`src/rtl/mul_arb.sv`:
```
`default_nettype none
// ============================================================================
// mul_arb : round-robin sequencer sharing one multi-cycle multiplier among
//           NREQ requesters. Define MUL_ARB_TIMEOUT_EN for a WAIT watchdog.
// Revision: 1.0
// ============================================================================
module mul_arb #(
  parameter int N    = 16,
  parameter int NREQ = 4
) (
  input  logic              clk,
  input  logic              rst,
  input  logic [NREQ-1:0]   i_req,
  input  logic [NREQ*N-1:0] i_a,
  input  logic [NREQ*N-1:0] i_b,
  output logic [NREQ-1:0]   o_gnt,
  output logic [N-1:0]      o_res,
  output logic [NREQ-1:0]   o_res_vld,
  output logic              o_busy,
  output logic              o_mul_vld,
  output logic [N-1:0]      o_mul_a,
  output logic [N-1:0]      o_mul_b,
`ifdef MUL_ARB_TIMEOUT_EN
  output logic              o_err,
`endif
  input  logic [N-1:0]      i_mul_res,
  input  logic              i_mul_vld
);

  localparam int              IW  = (NREQ > 1) ? $clog2(NREQ) : 1;
  localparam logic [NREQ-1:0] ONE = {{(NREQ-1){1'b0}}, 1'b1};

  typedef enum logic [1:0] {
    IDLE  = 2'd0,
    ISSUE = 2'd1,
    WAIT  = 2'd2
  } state_t;

  state_t        r_state;
  logic [IW-1:0] r_last;
  logic [IW-1:0] r_sel;

  logic [IW-1:0] w_cand;
  logic [IW-1:0] w_win;
  logic          w_any;
  logic [N-1:0]  w_op_a;
  logic [N-1:0]  w_op_b;

  // Scan from farthest to nearest so the requester just after r_last wins.
  always_comb begin
    w_any  = 1'b0;
    w_win  = '0;
    w_cand = '0;
    for (int i = NREQ; i >= 1; i--) begin
      w_cand = IW'((int'(r_last) + i) % NREQ);
      if (i_req[w_cand]) begin
        w_any = 1'b1;
        w_win = w_cand;
      end
    end
  end

  always_comb begin
    w_op_a = i_a[int'(w_win)*N +: N];
    w_op_b = i_b[int'(w_win)*N +: N];
  end

  assign o_busy = (r_state != IDLE);

`ifdef MUL_ARB_TIMEOUT_EN
  localparam int TIMEOUT = 64;
  localparam int CW      = $clog2(TIMEOUT);

  logic [CW-1:0] r_wcnt;
  logic          w_expired;

  assign w_expired = (r_wcnt == CW'(TIMEOUT - 1));
`endif

  always_ff @(posedge clk) begin
    if (rst) begin
      r_state   <= IDLE;
      r_last    <= IW'(NREQ - 1);
      r_sel     <= '0;
      o_gnt     <= '0;
      o_res     <= '0;
      o_res_vld <= '0;
      o_mul_vld <= 1'b0;
      o_mul_a   <= '0;
      o_mul_b   <= '0;
`ifdef MUL_ARB_TIMEOUT_EN
      o_err     <= 1'b0;
      r_wcnt    <= '0;
`endif
    end else begin
      o_gnt     <= '0;
      o_res_vld <= '0;
`ifdef MUL_ARB_TIMEOUT_EN
      o_err     <= 1'b0;
`endif
      case (r_state)
        IDLE: begin
          if (w_any) begin
            r_sel     <= w_win;
            o_gnt     <= ONE << w_win;
            o_mul_vld <= 1'b1;
            o_mul_a   <= w_op_a;
            o_mul_b   <= w_op_b;
            r_state   <= ISSUE;
          end
        end
        ISSUE: begin
          // The multiplier valid is not looked at until WAIT, so a level
          // left over from the previous job cannot finish this one early.
          o_mul_vld <= 1'b0;
          r_state   <= WAIT;
`ifdef MUL_ARB_TIMEOUT_EN
          r_wcnt    <= '0;
`endif
        end
        WAIT: begin
          if (i_mul_vld) begin
            o_res     <= i_mul_res;
            o_res_vld <= ONE << r_sel;
            r_last    <= r_sel;
            r_state   <= IDLE;
          end
`ifdef MUL_ARB_TIMEOUT_EN
          else if (w_expired) begin
            o_res     <= '0;
            o_res_vld <= ONE << r_sel;
            o_err     <= 1'b1;
            r_last    <= r_sel;
            r_state   <= IDLE;
          end else begin
            r_wcnt    <= r_wcnt + CW'(1);
          end
`endif
        end
        default: r_state <= IDLE;
      endcase
    end
  end

endmodule
`default_nettype wire

```
`config.mk`:
```
export PLATFORM = sky130hd
export DESIGN_NAME = mul_arb
export DESIGN_NICKNAME = d
export VERILOG_FILES = /design/src/rtl/mul_arb.sv
export SDC_FILE = /design/constraint.sdc
export NUM_CORES = 1
export LEC_CHECK = 0
export CAP_MARGIN = 15
export CORE_ASPECT_RATIO = 0.75
export CORE_MARGIN = 3
export CORE_UTILIZATION = 38
export CTS_CLUSTER_DIAMETER = 100
export CTS_CLUSTER_SIZE = 8
export DETAILED_ROUTE_END_ITERATION = 7
export PLACE_DENSITY_LB_ADDON = 0.15
export SETUP_SLACK_MARGIN = 0.15
export SKIP_CTS_REPAIR_TIMING = 1
export SLEW_MARGIN = 25
export SYNTH_ARGS = -nofsm -noshare
export SYNTH_HDL_FRONTEND = slang
export SYNTH_SLANG_ARGS = --single-unit
```
`constraint.sdc`:
```
create_clock -name clk -period 4.9 [get_ports clk]
set_input_delay 1.225 -clock clk [delete_from_list [all_inputs] [get_ports clk]]
set_output_delay 1.225 -clock clk [all_outputs]
set_load 0.03 [all_outputs]
```
======== Word level (Yosys, flattened, before mapping) ========
Cells that the tools add are included.
storage, ports and cells
  bits in registers ....................... 63
  input port bits ......................... 151
  output and inout bits ................... 58
  word-level logic and storage cells ...... 59
cells by class
  add/sub/neg operators ................... 4
  magnitude comparators ................... 4
  eq/ne operators ......................... 4
  shifts and indexed selects .............. 4
  muxes and demuxes ....................... 21
  bitwise gates (word level) .............. 4
  reduce and logical (&&, ||, !) cells .... 9
operators by type and width
  kind                 number
  $shiftx 64x7->16     2
  $lt 2x3->1 const B   4
  $mux 2               6
  $mux 1               9
  $bmux 1 s2           4
  $reduce_and 2->1     4
  $shl 1x2->4 const A  2
  $pmux 2 s3           1
  $reduce_or 3->1      2
  $add 2x1->2 const B  2
  $add 2x2->2 const B  2
  $ne 2x2->1 const B   2
  $not 1->1            4
  $reduce_bool 2->1    2
  $eq 2x1->1 const B   1
  $eq 2x2->1 const B   1
  $logic_not 2->1      1
  $pmux 1 s2           1

======== Depth between registers and ports, before layout ========
  depth after elaboration ................. 9
  depth in mapped cells ................... 8
  mapped depth without buffers ............ 5

======== Worst setup path after synthesis ========
OpenSTA, ideal clock, no wires.
  path type ............................... input -> register
  start ................................... input i_req[3]
  end ..................................... register o_mul_a[6]
  data arrival time ....................... 2235 ps
  slack ................................... 2532 ps
  stages .................................. 7
  buffers on the path ..................... 2
  cells stage by stage .................... mux2_2 > a22oi_1 > o21a_1 > nand2b_1 > buf_4 > buf_6 > o221ai_1
on the way
  longest elaborated chain between the ends .. 7
  elaborated cells between the ends (all ways) .. 18
  classes of those cells .................. shift (1); mux (16); reduce/logical (1)
RTL lines
  item                                                         line  source
  start: declaration                                           13    input logic [NREQ-1:0] i_req,
  $bmux 1 s2                                                   56    if (i_req[w_cand]) begin
  $mux 1 (not written as such)                                 56
  $mux 2 / $mux 1 (equally long branches) (4 in a row)         56
  $shiftx 64x7->16 / $reduce_and 2->1 (equally long branches)  -
  end signal: assignment                                       107   o_mul_a <= w_op_a;
  end: declaration                                             21    output logic [N-1:0] o_mul_a,
Several ways; a longest one is shown, not always the timed one. The select of a mux whose other input is x is not followed.
A chain may end at the register's enable or synchronous reset.

======== Final worst setup path ========
  start ................................... input i_req[3]
  end ..................................... register o_mul_b[12]
on the way
  longest elaborated chain between the ends .. 7
  elaborated cells between the ends (all ways) .. 18
  classes of those cells .................. shift (1); mux (16); reduce/logical (1)
RTL lines
  item                                                         line  source
  $bmux 1 s2                                                   56
  $mux 1 (not written as such)                                 56
  $mux 2 / $mux 1 (equally long branches) (4 in a row)         56
  $shiftx 64x7->16 / $reduce_and 2->1 (equally long branches)  -
  end signal: assignment                                       108   o_mul_b <= w_op_b;
  end: declaration                                             22    output logic [N-1:0] o_mul_b,
Several ways; a longest one is shown, not always the timed one. The select of a mux whose other input is x is not followed.

==> impl_metrics.env <==
export IMPL_status="completed"
export IMPL_min_period_over_period_pct=69.1
export IMPL_cts_reportedPaths_clkPinSlew_ns=0.07
export IMPL_finalSetupTns_ns=0
export IMPL_die_x_um=108
export IMPL_drv_cap=0
export IMPL_grt_antenna_before_repair=0
export IMPL_required_ns=5.09
export IMPL_grt_util_all_layers_pct=21.6
export IMPL_filler_cell_count=573
export IMPL_setup_crit_start_kind="primary input"
export IMPL_largest_family_of_logic_cells_by_synthesized_area="multiplexers"
export IMPL_synthCells=311
export IMPL_grt_max_degree=41
export IMPL_synth_ff_latch_count=63
export IMPL_power_leakage_uw=0.00224
export IMPL_grt_pass1_vias=2982
export IMPL_timing_hold_worst_class="flop to flop"
export IMPL_clockBufferDepth=2
export IMPL_synth_compound_gate_area_share_pct=15.3
export IMPL_finalCoreUtilization_pct=71.2
export IMPL_drt_total_wl_um=10200
export IMPL_dpl_cell_count=599
export IMPL_report_final_slew_viol_count=0
export IMPL_core_um2=7470
export IMPL_finalSetupViolations=0
export IMPL_peakVddDrop_v=0.000133
export IMPL_flop2flop_setup_slack_ns=2.53
export IMPL_rsz_0062_raised_after_global_routing="no"
export IMPL_power_per_cell_area_nw_per_um2=297
export IMPL_hpwl_um=7690
export IMPL_clk_insertion_delay_late_ns=0.33
export IMPL_design_die_area_um2=8950
export IMPL_arrival_ns=3.58
export IMPL_crit_type="primary input to flop"
export IMPL_first_pass_grt_wire_length_um=14900
export IMPL_p_sw_uw=467
export IMPL_synthXorXnorAreaFrac_pct=0
export IMPL_clock_tree_root_cell="sky130_fd_sc_hd__clkbuf_8"
export IMPL_numCtsBuffers=9
export IMPL_yosys_most_used_dff="sky130_fd_sc_hd__dfxtp_1"
export IMPL_final_period_minus_worst_setup_slack_ns=3.39
export IMPL_cell_internal_pwr_uw=1110
export IMPL_synthDominantAreaCellType="sky130_fd_sc_hd__dfxtp_1"
export IMPL_yosys_area_top_type_share_pct=42.3
export IMPL_asyncSetResetFlopFracSynth_pct=0
export IMPL_post_synth_instance_area_um2=2980
export IMPL_io_buffers=208
export IMPL_ys_top_cells_by_area="sky130_fd_sc_hd__dfxtp_1 (42%), sky130_fd_sc_hd__mux2i_1 (21%), sky130_fd_sc_hd__nand2_1 (8.9%), sky130_fd_sc_hd__o221ai_1 (7.9%), sky130_fd_sc_hd__a21oi_1 (3.2%)"
export IMPL_placementRows=27
export IMPL_tightest_slew_ns=0.843
export IMPL_path_max_fanout=40
export IMPL_synth_net_count=462
export IMPL_synth_adder_area_share_pct=0
export IMPL_clock_sinks=63
export IMPL_timing_hold_violations_final=0
export IMPL_detail_route_drc_violations=0
export IMPL_yosysWarnings=0
export IMPL_worst_setup_path_end_kind="flop"
export IMPL_num_antenna_cells=0
export IMPL_syn_avg_cell_area_um2=9.58
export IMPL_p_clk_share_pct=30.7
export IMPL_ant_nets=0
export IMPL_htree_num_levels=3
export IMPL_muxShareOfSynthArea_pct=21.9
export IMPL_peak_clock_frequency_supported_by_timing_mhz=295
export IMPL_drt_iter0_markers=117
export IMPL_synthDistinctLibCells=35
export IMPL_tritoncts_clock_tree="yes"
export IMPL_sequentialPowerShare_pct=37.4
export IMPL_via_count=3104
export IMPL_synth_common_cells="sky130_fd_sc_hd__nand2_1 (71), sky130_fd_sc_hd__mux2i_1 (64), sky130_fd_sc_hd__dfxtp_1 (63)"
export IMPL_die_y_um=82.7
export IMPL_synthToLayoutAreaGrowth_pct=78.3
export IMPL_synth_edff_count=0
export IMPL_finalNonFillerCells=614
export IMPL_io_pins=209
export IMPL_drt_first_pass_iters=4
export IMPL_nNetsFinal=660
export IMPL_whs_ns=0.452
export IMPL_yosysMostFrequentCell="sky130_fd_sc_hd__nand2_1"
export IMPL_routed_wire_length_per_instance_um=16.6
export IMPL_routed_via_density=5.06
export IMPL_synth_simple_gate_area_share_pct=15.2
export IMPL_initial_utilization_pct=39.9
export IMPL_maxSlewHeadroom_pct=43.6
export IMPL_overflow=0
export IMPL_finalWeightedCongestion=0.811
export IMPL_maximum_clock_skew_at_final_layout_ns=0.00513
export IMPL_power_switching_fraction_pct=29.6
export IMPL_ys_seq_area_share_pct=42.3
export IMPL_final_layout_size_suffix_gt1_share_pct=6.04
export IMPL_power_share_combinational_pct=31.8
==> path summary, 6_finish.rpt <==
path | start | endpoint | cells after the start
worst max-delay path | i_req[3] | o_mul_b[12] | 7
worst min-delay path | o_res[15] | o_res[15] | 2
worst max register to register | r_last[1] | o_mul_b[12] | 6
worst min register to register | o_res[15] | o_res[15] | 2
==> routing by layer <==
metal  part of all wire [%]  track usage, %  vias to the layer above
met5                      0               0                        -
met4                    2.0            7.82                        0
met3                    9.6            7.38                       16
met2                     50            38.1                      137
met1                     39            24.6                     1431
li1                       -               -                     1520
==> power by group through the flow <==
stage	Combinational, µW	Clock, µW	Sequential, µW
4_1_cts	506	495	591
2_1_floorplan	165	0	691
3_3_place_gp	497	0	600
6_report	503	486	591
5_1_grt	533	520	597
3_5_place_dp	505	0	602
==> kinds of logic (layout without fill, tap and decap cells) <==
| logic type | after synthesis | count (layout) |
|---|---|---|
| buf+inv | 27 | 229 |
| flops | 63 | 63 |
| mux | 65 | 65 |
| simple gates | 98 | 98 |
| compound gates | 58 | 58 |
==> area by class of cell <==
| type | instances | area, µm² | area share [%] |
|---|---|---|---|
| clock buffer | 13 | 179 | 3.37 |
| clock inverter | 2 | 37.5 | 0.706 |
| inverter | 1 | 3.75 | 0.0706 |
| multi-input combinational | 221 | 1580 | 29.6 |
| sequential | 63 | 1260 | 23.7 |
| tap | 101 | 126 | 2.38 |
| timing repair buffer | 213 | 2130 | 40.1 |
==> sequential cells by signal, summed over array words and instances, names as in the netlist <==
signal     count
o_gnt          4
o_res_vld      4
r_state        2
r_sel          2
r_last         2
o_mul_b       16
o_mul_a       16
o_res         16
o_mul_vld      1
==> cell usage in the layout, fill, tap and decap left out, types with 2 or more instances in the layout <==
cell / count
sky130_fd_sc_hd__nand2b_1: 2
sky130_fd_sc_hd__o221ai_1: 27
sky130_fd_sc_hd__nand2_1: 71
sky130_fd_sc_hd__mux2i_1: 64
sky130_fd_sc_hd__o221ai_2: 5
sky130_fd_sc_hd__nor2_1: 7
sky130_fd_sc_hd__clkdlybuf4s50_1: 208
sky130_fd_sc_hd__nor4b_1: 2
sky130_fd_sc_hd__clkbuf_8: 13
sky130_fd_sc_hd__a21oi_1: 19
sky130_fd_sc_hd__nor2b_1: 2
sky130_fd_sc_hd__buf_4: 4
sky130_fd_sc_hd__nand3b_1: 4
sky130_fd_sc_hd__dfxtp_1: 63
==> per-stage QoR <==
stage	cell area, µm²	worst slack (ns)	power (µW)
2_1_floorplan	2980	2.53	855
3_3_place_gp	5100	1.32	1100
3_5_place_dp	5100	1.14	1110
4_1_cts	5320	1.50	1590
5_1_grt	5320	1.35	1650
6_report	5320	1.51	1580
==> critical path: stages <==
cell and delay [ns]:
sky130_fd_sc_hd__clkdlybuf4s50_1 0.60, sky130_fd_sc_hd__nand2_1 0.10, sky130_fd_sc_hd__a31oi_1 0.30, sky130_fd_sc_hd__nand3_4 0.58, sky130_fd_sc_hd__buf_12 0.43, sky130_fd_sc_hd__mux2i_1 0.19
sky130_fd_sc_hd__o221ai_1 0.15
(Power assumes the default switching activity.)
